--- config.mk ---
export PLATFORM = sky130hd
export DESIGN_NAME = proc_control
export DESIGN_NICKNAME = d
export VERILOG_FILES = /design/src/rtl/proc_control.sv
export SDC_FILE = /design/constraint.sdc
export NUM_CORES = 1
export LEC_CHECK = 0
export BUFFER_PORTS_ARGS = -buffer_cell sky130_fd_sc_hd__buf_2
export CAP_MARGIN = 30
export CORE_AREA = 2 2 39 41
export DETAILED_ROUTE_END_ITERATION = 8
export DIE_AREA = 0 0 41 43
export GPL_TIMING_DRIVEN = 0
export PLACE_DENSITY = 0.79
export SLEW_MARGIN = 5
export SYNTH_ARGS = -nofsm -noshare
export SYNTH_HDL_FRONTEND = slang
export SYNTH_SLANG_ARGS = --single-unit
--- constraint.sdc ---
create_clock -name Clock -period 2 [get_ports Clock]
set_input_delay 0.1 -clock Clock [delete_from_list [all_inputs] [get_ports Clock]]
set_output_delay 0.1 -clock Clock [all_outputs]
set_load 0.1 [all_outputs]
--- src/rtl/proc_control.sv ---
// Control FSM for the bus-based add/sub datapath: fetches {op,X,Y} into IR
// and sequences register write enables, bus selects and ALU mode. Optional PROC_CTRL_STEP_EN.
module proc_control #(
   parameter int NREG = 4,
   parameter int SELW = 2
) (
   input  logic              Clock,
   input  logic              Resetn,
   input  logic              Run,
`ifdef PROC_CTRL_STEP_EN
   input  logic              Step,
`endif
   input  logic [2*SELW+1:0] DIN,
   output logic              IRWn,
   output logic [NREG-1:0]   RWn,
   output logic              AWn,
   output logic              GWn,
   output logic [NREG-1:0]   Rout,
   output logic              Gout,
   output logic              DINout,
   output logic              AddSub,
   output logic              Done,
   output logic              Busy
);

   typedef enum logic [1:0] {
      T0 = 2'd0,
      T1 = 2'd1,
      T2 = 2'd2,
      T3 = 2'd3
   } state_t;

   localparam int IW = 2*SELW + 2;

   state_t          state;
   logic [IW-1:0]   ir;
   logic [1:0]      op;
   logic [SELW-1:0] x_sel;
   logic [SELW-1:0] y_sel;
   logic [NREG-1:0] x_oh;
   logic [NREG-1:0] y_oh;
   logic            adv;

   assign op    = ir[IW-1 -: 2];
   assign x_sel = ir[2*SELW-1 -: SELW];
   assign y_sel = ir[SELW-1:0];
   assign x_oh  = {{(NREG-1){1'b0}}, 1'b1} << x_sel;
   assign y_oh  = {{(NREG-1){1'b0}}, 1'b1} << y_sel;

`ifdef PROC_CTRL_STEP_EN
   assign adv = Step;
`else
   assign adv = 1'b1;
`endif

   assign Busy = (state != T0);

   // state and IR; IR captured only on a T0 fetch
   always_ff @(posedge Clock) begin
      if (!Resetn) begin
         state <= T0;
         ir    <= '0;
      end else begin
         unique case (state)
            T0: begin
               if (Run) begin
                  ir    <= DIN;
                  state <= T1;
               end
            end
            T1: if (adv) state <= op[1] ? T2 : T0;
            T2: if (adv) state <= T3;
            T3: if (adv) state <= T0;
            default: state <= T0;
         endcase
      end
   end

   // control outputs decoded from state, IR and (in T0) Run
   always_comb begin
      IRWn   = 1'b1;
      RWn    = '1;
      AWn    = 1'b1;
      GWn    = 1'b1;
      Rout   = '0;
      Gout   = 1'b0;
      DINout = 1'b0;
      AddSub = 1'b0;
      Done   = 1'b0;
      unique case (state)
         T0: begin
            if (Run) begin
               IRWn   = 1'b0;
               DINout = 1'b1;
            end
         end
         T1: begin
            unique case (op)
               2'b00: begin
                  Rout = y_oh;
                  RWn  = ~x_oh;
                  Done = 1'b1;
               end
               2'b01: begin
                  DINout = 1'b1;
                  RWn    = ~x_oh;
                  Done   = 1'b1;
               end
               default: begin
                  Rout = x_oh;
                  AWn  = 1'b0;
               end
            endcase
         end
         T2: begin
            Rout   = y_oh;
            GWn    = 1'b0;
            AddSub = op[0];
         end
         T3: begin
            Gout   = 1'b1;
            RWn    = ~x_oh;
            AddSub = op[0];
            Done   = 1'b1;
         end
         default: ;
      endcase
      // a held step keeps the bus selected but commits nothing
      if (state != T0 && !adv) begin
         RWn  = '1;
         AWn  = 1'b1;
         GWn  = 1'b1;
         Done = 1'b0;
      end
   end

endmodule
==> run_results.csv <==
group,metric,value,unit
run_status,status,"finished clean",
floorplanning,rows,14,
cells_and_area,final_nets,112,
sta,worst_slew_pin_slew,491,ps
clock_tree,tritoncts,"done",
routing,num_vias,593,
routing,dr.pass1.iters,4,
cells_and_area,post-route-util,0.545,
grt,antenna_found_initial,0,
power,p_leak,0.316,nW
sta,period_share,0.954,
routing,met1_length,569,microns
synth,yosysWarnings,0,
setup_path,startpoint_type,"flip-flop",
synth,synth_cell_types,22,
cells_and_area,area_growth,41.9,%
clock_tree,clock_sinks,8,
grt,grt_pass1_vias,499,
grt,grt_pass1_wl,2.01,mm
grt,grt_use_total,0.170,
synth,seq_area_frac_synth,0.301,
power,ir_worst_vdd,429,uV
clock_tree,cts_buffers,3,
job,timing.max_cap.violations,0,
setup_path,r2r_slack,610,ps
cells_and_area,antennaDiodeCount,0,
power,p_per_area,707,mW/mm^2
cells_and_area,layout_common_cells,"buf_2 (17), nand2_1 (9), dfxtp_1 (8)",
cells_and_area,design_area,754,sq um
routing,wl_met3,78,microns
placement,dp_slack,225,ps
setup_path,path_class,"flip-flop to primary output",
grt,grt_max_degree,11,
clock_tree,path_clk_slew,50,ps
power,power,533,uW
synth,synthTopCellsByArea,"dfxtp_1 (30%), ha_1 (9.4%), a21boi_0 (8.5%)",
synth,netlist_instances,71,
placement,placed_area,702,sq um
routing,wirelength,1.27,mm
setup_path,cp_max_fo,4,
placement,numPortBuffers,23,
floorplanning,coreArea,0.00138,sq mm
placement,gp_congestion,0.765,
clock_tree,htreeDepth,1,
setup_path,cp.arrival,1810,ps
cells_and_area,drive_gt1_frac,0.392,
routing,ant_nets,0,
cells_and_area,instances_no_fill,113,
synth,synth_area_per_cell,7.49,sq um
routing,met2_length,605,microns
placement,hpwl,993,microns
sta,grt_setup_unrepaired,"yes",
floorplanning,dieWidth,41,microns
sta,fin_crit,1910,ps
grt,grt_overflow,0,
placement,place_inst,110,
setup_path,cp_data_required_time,1900,ps
clock_tree,clk_path_buf_depth,2,
floorplanning,io_pins,25,
floorplanning,dieArea,0.00176,sq mm
sta,relSlewSlack,0.675,
routing,initialDrtViolationCount,7,
routing,via_per_inst,5.25,
setup_path,end_kind,"primary output",
synth,yosysTopAreaCell,"dfxtp_1",
sta,final_hold_viol_count,0,
clock_tree,post-cts-setup-buffers,0,
worst_hold_path,hp-class,"primary input to flip-flop",
routing,wl_per_cell,11.3,microns
synth,synth_top_area_share,0.301,
sta,clock-skew-final,1.77,ps
sta,max_freq,524,MHz
sta,report.final.slew_viol_count,0,
cells_and_area,final_common_cell,"buf_2",
synth,syn-num-nets,84,
floorplanning,die_y,43,microns
clock_tree,clkLatencyLatePin,260,ps
clock_tree,clock-root-buffer,"clkbuf_4",
floorplanning,initial_utilization,0.384,
sta,final-setup-viol-count,0,
synth,synth-seq-cells,8,
sta,setup_ws,92.6,ps
synth,synth_area,532,sq um
routing,drc,0,
routing,maxUsedRoutingLayer,"met4",
cell type report:
cell class | instances | area [sq um]
buffer | 2 | 12.5
clock buffer | 3 | 22.5
fill | 148 | 629
inverter | 7 | 26.3
multi-input combinational | 54 | 373
sequential | 8 | 160
tap | 16 | 20.0
timing repair buffer | 23 | 140
worst max-delay path, cell delays in order (launching register included):
cell,delay [ps]
dfxtp_1,390
inv_1,80
ha_1,220
nand2b_1,130
o21ai_0,190
nand3_2,120
buf_2,420
synthesized netlist by cell type, drive strengths merged:
library cell,count
nand2,10
dfxtp,8
nand3,8
a21boi,7
inv,7
o21ai,7
ha,4
nor2,3
a21oi,2
buf,2
nand2b,2
nand3b,2
nand4b,2
o31ai,2
and2,1
and2b,1
nand4,1
nor3b,1
or3,1
power by group:
part	switching, mW	internal, mW	total (mW)
clock network	0.0578	0.0689	0.127
registers	0.0137	0.171	0.184
logic	0.173	0.0489	0.222
through the flow:
step	hold WS [ps]	setup TNS, ps
after detailed placement	372	0
after floorplan	238	-2460
final	98.9	0
after global routing	109	-0.635
after global placement	365	0
after CTS	101	0
kinds of logic (layout without fill, tap and decap cells):
| kind of cell | Yosys count | after routing | synth area share |
|---|---|---|---|
| buffers and inverters | 9 | 35 | 0.0729 |
| DFF | 8 | 8 | 0.301 |
| and+or+nand+nor | 32 | 32 | 0.320 |
| AOI/OAI and AO/OA | 18 | 18 | 0.212 |
| adders and majority gates | 4 | 4 | 0.0941 |
path summary, 6_finish.rpt:
check / startpoint / end / depth (start not counted)
hold / removal: DIN[4] / ir[4] / 3
hold reg to reg: ir[1] / ir[1] / 2
setup / recovery: flip-flop / RWn[3] / 6
setup reg to reg: state[0] / ir[3] / 6
timing repair:
| action | in CTS | in global routing |
|---|---|---|
| resized for setup | 2 | 10 |
| hold buffers | 0 | 0 |
| hold endpoints to repair | 0 | 0 |
| endpoints found under the setup margin | 2 | 7 |
| pin swaps | 0 | 0 |
layer usage:
| metal | up-vias | global-route usage |
|---|---|---|
| met5 | - | 0 |
| met4 | 0 | 0.100 |
| met3 | 2 | 0.0314 |
| met2 | 25 | 0.269 |
| met1 | 267 | 0.200 |
| li1 | 299 | - |
Note: power is estimated with default switching activity, not from simulation.
